<file path="src/rtl/bsg_manycore_host_io_pkg.sv">
// bsg_manycore_host_io_pkg: shared drain-state enum and link field-width helpers
// Link sif layout, MSB first:
//   fwd_v | fwd_packet | fwd_ready_and_rev | rev_v | rev_packet | rev_ready_and_rev
package bsg_manycore_host_io_pkg;

    typedef enum logic [1:0] {eRun, eDrain, eDrained} host_io_drain_state_e;

    function automatic int safe_clog2(input int n);
        return (n <= 1) ? 1 : $clog2(n);
    endfunction

    // addr + data + src/dst coordinates + 2-bit opcode
    function automatic int fwd_packet_width(input int a, input int d, input int x, input int y);
        return a + d + 2 * (x + y) + 2;
    endfunction

    // data + return coordinates + 2-bit response type
    function automatic int rev_packet_width(input int d, input int x, input int y);
        return d + x + y + 2;
    endfunction

    function automatic int bsg_manycore_link_sif_width(input int a, input int d, input int x, input int y);
        return 4 + fwd_packet_width(a, d, x, y) + rev_packet_width(d, x, y);
    endfunction

endpackage

</file>
<file path="src/rtl/bsg_manycore_host_io_credit_counter.sv">
// bsg_manycore_host_io_credit_counter: per-channel outstanding host request counter
// Ports: clk_i/reset_i (async active-high), send_i (request accepted),
//        recv_i (response delivered), count_o, full_o (count == max_out_p),
//        err_o (sticky: response seen while count was 0)
module bsg_manycore_host_io_credit_counter
    import bsg_manycore_host_io_pkg::*;
#(
    parameter int max_out_p    = 16,
    parameter int cnt_width_lp = safe_clog2(max_out_p + 1)
) (
    input  logic                    clk_i,
    input  logic                    reset_i,
    input  logic                    send_i,
    input  logic                    recv_i,
    output logic [cnt_width_lp-1:0] count_o,
    output logic                    full_o,
    output logic                    err_o
);

    assign full_o = count_o == cnt_width_lp'(max_out_p);

    always_ff @(posedge clk_i or posedge reset_i) begin
        if (reset_i) begin
            count_o <= '0;
            err_o   <= 1'b0;
        end else begin
            if (send_i & ~recv_i)
                count_o <= count_o + 1'b1;
            else if (recv_i & ~send_i & (count_o != '0))
                count_o <= count_o - 1'b1;
            if (recv_i & (count_o == '0))
                err_o <= 1'b1;
        end
    end

endmodule

</file>
<file path="src/rtl/bsg_manycore_host_io_mux.sv">
// bsg_manycore_host_io_mux: maps host channels onto io columns with credit throttling and drain
// Ports: clk_i/reset_i (async active-high); host_link_sif_i/o per host channel;
//        io_link_sif_i/o per io column; drain_i level quiesce request;
//        drained_o high when quiesced; outstanding_o per-channel count;
//        err_o per-channel sticky underflow flag
module bsg_manycore_host_io_mux
    import bsg_manycore_host_io_pkg::*;
#(
    parameter int addr_width_p      = 8,
    parameter int data_width_p      = 8,
    parameter int x_cord_width_p    = 2,
    parameter int y_cord_width_p    = 2,
    parameter int num_tiles_x_p     = 4,
    parameter int num_host_p        = 1,
    parameter int max_out_p         = 16,
    parameter int cnt_width_lp      = safe_clog2(max_out_p + 1),
    parameter int link_sif_width_lp = bsg_manycore_link_sif_width(addr_width_p, data_width_p, x_cord_width_p, y_cord_width_p)
) (
    input  logic                                        clk_i,
    input  logic                                        reset_i,
    input  logic [num_host_p-1:0][link_sif_width_lp-1:0]    host_link_sif_i,
    output logic [num_host_p-1:0][link_sif_width_lp-1:0]    host_link_sif_o,
    input  logic [num_tiles_x_p-1:0][link_sif_width_lp-1:0] io_link_sif_i,
    output logic [num_tiles_x_p-1:0][link_sif_width_lp-1:0] io_link_sif_o,
    input  logic                                        drain_i,
    output logic                                        drained_o,
    output logic [num_host_p-1:0][cnt_width_lp-1:0]     outstanding_o,
    output logic [num_host_p-1:0]                       err_o
);

    localparam int rev_pkt_lp = rev_packet_width(data_width_p, x_cord_width_p, y_cord_width_p);
    localparam int rr_lp      = 0;
    localparam int rv_lp      = rev_pkt_lp + 1;
    localparam int fr_lp      = rev_pkt_lp + 2;
    localparam int fv_lp      = link_sif_width_lp - 1;

    host_io_drain_state_e state_r;
    logic [num_host_p-1:0] full, blk, send, recv, zero;

    for (genvar i = 0; i < num_host_p; i++) begin : ch
        // Registered count and state only, so ready never feeds back into valid
        assign blk[i]  = full[i] | (state_r != eRun);
        assign send[i] = host_link_sif_i[i][fv_lp] & ~blk[i] & io_link_sif_i[i][fr_lp];
        assign recv[i] = io_link_sif_i[i][rv_lp] & host_link_sif_i[i][rr_lp];
        assign zero[i] = outstanding_o[i] == '0;
        assign io_link_sif_o[i]   = {host_link_sif_i[i][fv_lp] & ~blk[i], host_link_sif_i[i][fv_lp-1:0]};
        assign host_link_sif_o[i] = {io_link_sif_i[i][link_sif_width_lp-1:fr_lp+1],
                                     io_link_sif_i[i][fr_lp] & ~blk[i],
                                     io_link_sif_i[i][fr_lp-1:0]};
        bsg_manycore_host_io_credit_counter #(
            .max_out_p(max_out_p),
            .cnt_width_lp(cnt_width_lp)
        ) cnt (
            .clk_i(clk_i),
            .reset_i(reset_i),
            .send_i(send[i]),
            .recv_i(recv[i]),
            .count_o(outstanding_o[i]),
            .full_o(full[i]),
            .err_o(err_o[i])
        );
    end

    // Unattached columns never issue valid and always accept, so stray traffic cannot wedge the row
    for (genvar j = num_host_p; j < num_tiles_x_p; j++) begin : tie
        logic unused;
        assign unused = ^io_link_sif_i[j];
        assign io_link_sif_o[j] = (link_sif_width_lp'(1) << fr_lp) | link_sif_width_lp'(1);
    end

    always_ff @(posedge clk_i or posedge reset_i) begin
        if (reset_i) begin
            state_r   <= eRun;
            drained_o <= 1'b0;
        end else begin
            unique case (state_r)
                eRun: if (drain_i) state_r <= eDrain;
                eDrain:
                    if (!drain_i) state_r <= eRun;
                    else if (&zero) begin
                        state_r   <= eDrained;
                        drained_o <= 1'b1;
                    end
                eDrained:
                    if (!drain_i) begin
                        state_r   <= eRun;
                        drained_o <= 1'b0;
                    end
                default: begin
                    state_r   <= eRun;
                    drained_o <= 1'b0;
                end
            endcase
        end
    end

endmodule

</file>
<file path="config.mk">
export PLATFORM = sky130hd
export DESIGN_NAME = bsg_manycore_host_io_mux
export DESIGN_NICKNAME = d
export VERILOG_FILES = /design/src/rtl/bsg_manycore_host_io_pkg.sv /design/src/rtl/bsg_manycore_host_io_credit_counter.sv /design/src/rtl/bsg_manycore_host_io_mux.sv
export SDC_FILE = /design/constraint.sdc
export NUM_CORES = 1
export LEC_CHECK = 0
export CORE_AREA = 2 2 175 177
export CTS_CLUSTER_DIAMETER = 60
export DETAILED_ROUTE_END_ITERATION = 6
export DIE_AREA = 0 0 177 179
export GPL_ROUTABILITY_DRIVEN = 0
export HOLD_SLACK_MARGIN = 0.08
export PLACE_DENSITY = 0.52
export SETUP_SLACK_MARGIN = 0.5
export SYNTH_ARGS = -nofsm -noshare
export SYNTH_HDL_FRONTEND = slang
export SYNTH_SLANG_ARGS = --single-unit
</file>
<file path="constraint.sdc">
create_clock -name clk_i -period 2.2 [get_ports clk_i]
set_input_delay 0.33 -clock clk_i [delete_from_list [all_inputs] [get_ports clk_i]]
set_output_delay 0.33 -clock clk_i [all_outputs]
set_load 0.02 [all_outputs]
</file>
==> results.toml <==
[sta]
setup_tns_ns = -0.140
timing.final.crit_share_pct = 104
max_freq_ghz = 0.437
rsz0062_at_grt = "yes"
finalSetupViolCount = 2
whs_ns = 0.382
layout_setup_ws_ns = -0.0871
finalCriticalPeriod_ns = 2.29
hold_viol = 0
drv_slew = 0
skew_ns = 0.00252

[power]
ir_drop_mv = 0.285
power_density_mw_per_mm2 = 909
power.static_leakage_uw = 0.000999

[placement]
dpl_cell_area_sq_mm = 0.00199
port_buffers = 17
dp_hpwl_um = 3800

[cts]
cts_max_path_buffers = 2
cts_tree = "built"
htreeDepth = 1
worstSkewPairLatency_ns = 0.23
clock_sinks = 9
clockRootBuffer = "clkbuf_16"
cts_buffers = 3
clk_pin_slew_ns = 0.04

[route]
vias = 1136
avgViaCountPerCell = 1.78
wl_per_cell_um = 7.06
first_iter_violations = 26
wl_um = 4520
drc = 0
ant_nets = 0
drtPass1Iterations = 4

[synthesis]
yosys.area.top_type = "buf_4"
synth.area.top_cells = "buf_4 (71%), dfrtp_1 (9.7%), ha_1 (1.6%)"
yosysTopAreaCellShare_pct = 70.7
synth_seq_cells = 9
ys_async_sr_fraction_pct = 100
synthFlopType = "dfrtp_1"
syn_inst = 286
yosysSeqAreaShare_pct = 9.73
synth_edf_count = 0
syn_area_per_cell_sq_um = 8.09
synth_area_sq_mm = 0.00231
ys_types = 35
yosys_warnings = 0

[setup_path]
worst_setup_path_start_kind = "flip-flop"
max_stage_delay_ns = 0.42
crit_chain = "nor4_4 -> a211oi_4 -> buf_4 -> fa_2 -> nand2b_4 -> a21oi_4 -> mux2_4 -> a211oi_2"
worstPathArrival_ns = 2.44
cp_slowest_cell = "dfrtp_2"
endpoint_kind = "flip-flop"
worst-setup-path-type = "reg2reg"
r2r_slack_ns = -0.09
crit_fanout = 3
r2r_cells = 8
crit_required_ns = 2.35

[global_route]
grt_overflow_total = 0
antenna_found_initial = 1
grt_max_degree = 10
grt_pass1_vias = 932
grt.busiest_layer = "met4"
grt_pass1_wl_um = 5890
use_met2_pct = 3.24
track_usage_pct = 2.69
use_met3_pct = 2.78
grtUsageMet1_pct = 2.11

[die]
core_area_sq_mm = 0.0300
die_w_um = 177
die_area_sq_mm = 0.0317
rows = 64
io_pins = 450
start_util_pct = 7.70
chipHeight_um = 179

[layout]
diodes = 0
syn_to_final_growth_pct = -1.89
fin_area_sq_mm = 0.00227
nets = 472
fill_cells = 3509
layout-drive-gt1-share_pct = 26.2

[flow_run]
drv_cap = 0

[status]
status = "finished, violations left"
violations = "setup timing"

[worst_hold_path]
hp-class = "in2async"
==> power by group <==
part	leakage (uW)	switching, uW	internal, uW
Sequential	0.000103	64.8	237
Clock	0.0000382	77.8	242
Combinational	0.000858	814	627
Total	0.000999	957	1110
==> cell usage in the layout, fill, tap and decap left out, types with 4 or more instances in the layout <==
master,count
conb_1,132
buf_4,18
buf_6,10
dlygate4sd2_1,8
dfrtp_1,6
clkdlybuf4s50_1,6
inv_1,4
nand2_1,4
==> worst paths after layout <==
check	start	to
max	ch[0].cnt.count_o[2]	ch[0].cnt.count_o[4]
max reg2reg	ch[0].cnt.count_o[2]	ch[0].cnt.count_o[4]
max in group asynchronous	reset_i	ch[0].cnt.count_o[2]
min	reset_i	ch[0].cnt.count_o[4]
min in group clk_i	ch[0].cnt.err_o	ch[0].cnt.err_o
min reg2reg	ch[0].cnt.err_o	ch[0].cnt.err_o
==> worst max-delay path: cells and delay by family, from the launching register on <==
family | cells | cell delay (ns)
adders and majority gates | 1 | 0.34
AOI/OAI and AO/OA | 3 | 0.41
muxes | 1 | 0.31
buffers and inverters | 1 | 0.15
and+or+nand+nor | 2 | 0.57
DFF | 1 | 0.42
==> cells in the mapped netlist (2+ instances only) <==
master    number
a21o_1         3
o21ai_2        3
and2_1         2
inv_1          5
buf_4        218
xor2_1         2
nor4b_1        2
ha_1           3
a21oi_1        2
nor2_1         6
nand2_1        5
a211oi_2       2
conb_1         2
nor3_1         2
dfrtp_1        9
==> cells by family (layout without fill, tap and decap cells) <==
logic type               Yosys count  in the layout  synth area share [%]
flip-flops                         9              9                  9.74
XOR/XNOR                           3              3                  1.14
buffers and inverters            224             52                  71.9
multiplexers                       2              2                 0.919
other                              2            132                 0.325
AO/OA/AOI/OAI                     16             16                  6.11
adder cells (fa/ha/maj)            4              4                  2.49
AND/OR/NAND/NOR                   26             26                  7.41
==> layer usage <==
| metal | part of all wire (%) | up-vias | wire, um |
|---|---|---|---|
| met5 | 0.24 | - | 11 |
| met4 | 12 | 2 | 541 |
| met3 | 22 | 58 | 976 |
| met2 | 38 | 128 | 1720 |
| met1 | 28 | 489 | 1270 |
| li1 | - | 459 | - |
==> metrics by stage <==
stage	util, %	setup WS (ns)	total power, uW	cells
final	7.56	-0.0871	2060	640
after global routing	7.56	-0.165	2220	640
after floorplan	-	-0.0477	1460	416
after global placement	6.62	-0.375	1460	625
after detailed placement	6.62	-0.411	1470	625
after CTS	7.28	-0.0630	1960	636
==> state kept, by name (all words and copies together), names as in the netlist <==
name            flops
state_r             2
ch.cnt.err_o        1
drained_o           1
ch.cnt.count_o      5
==> repair_timing <==
item / 4_1_cts / 5_1_grt
endpoints found under the setup margin: 13 / 8
setup buffers: 7 / 4
resized for setup: 26 / 14
pin swaps: 14 / 9
hold buffers: 0 / 0
==> area by class of cell <==
type | instances | area, sq um | area share (%)
inverter | 5 | 21.3 | 0.937
clock buffer | 4 | 78.8 | 3.47
tap | 396 | 495 | 21.8
multi-input combinational | 183 | 1060 | 46.8
sequential | 9 | 229 | 10.1
timing repair buffer | 43 | 383 | 16.9
Power figures use the tool's default switching activity.
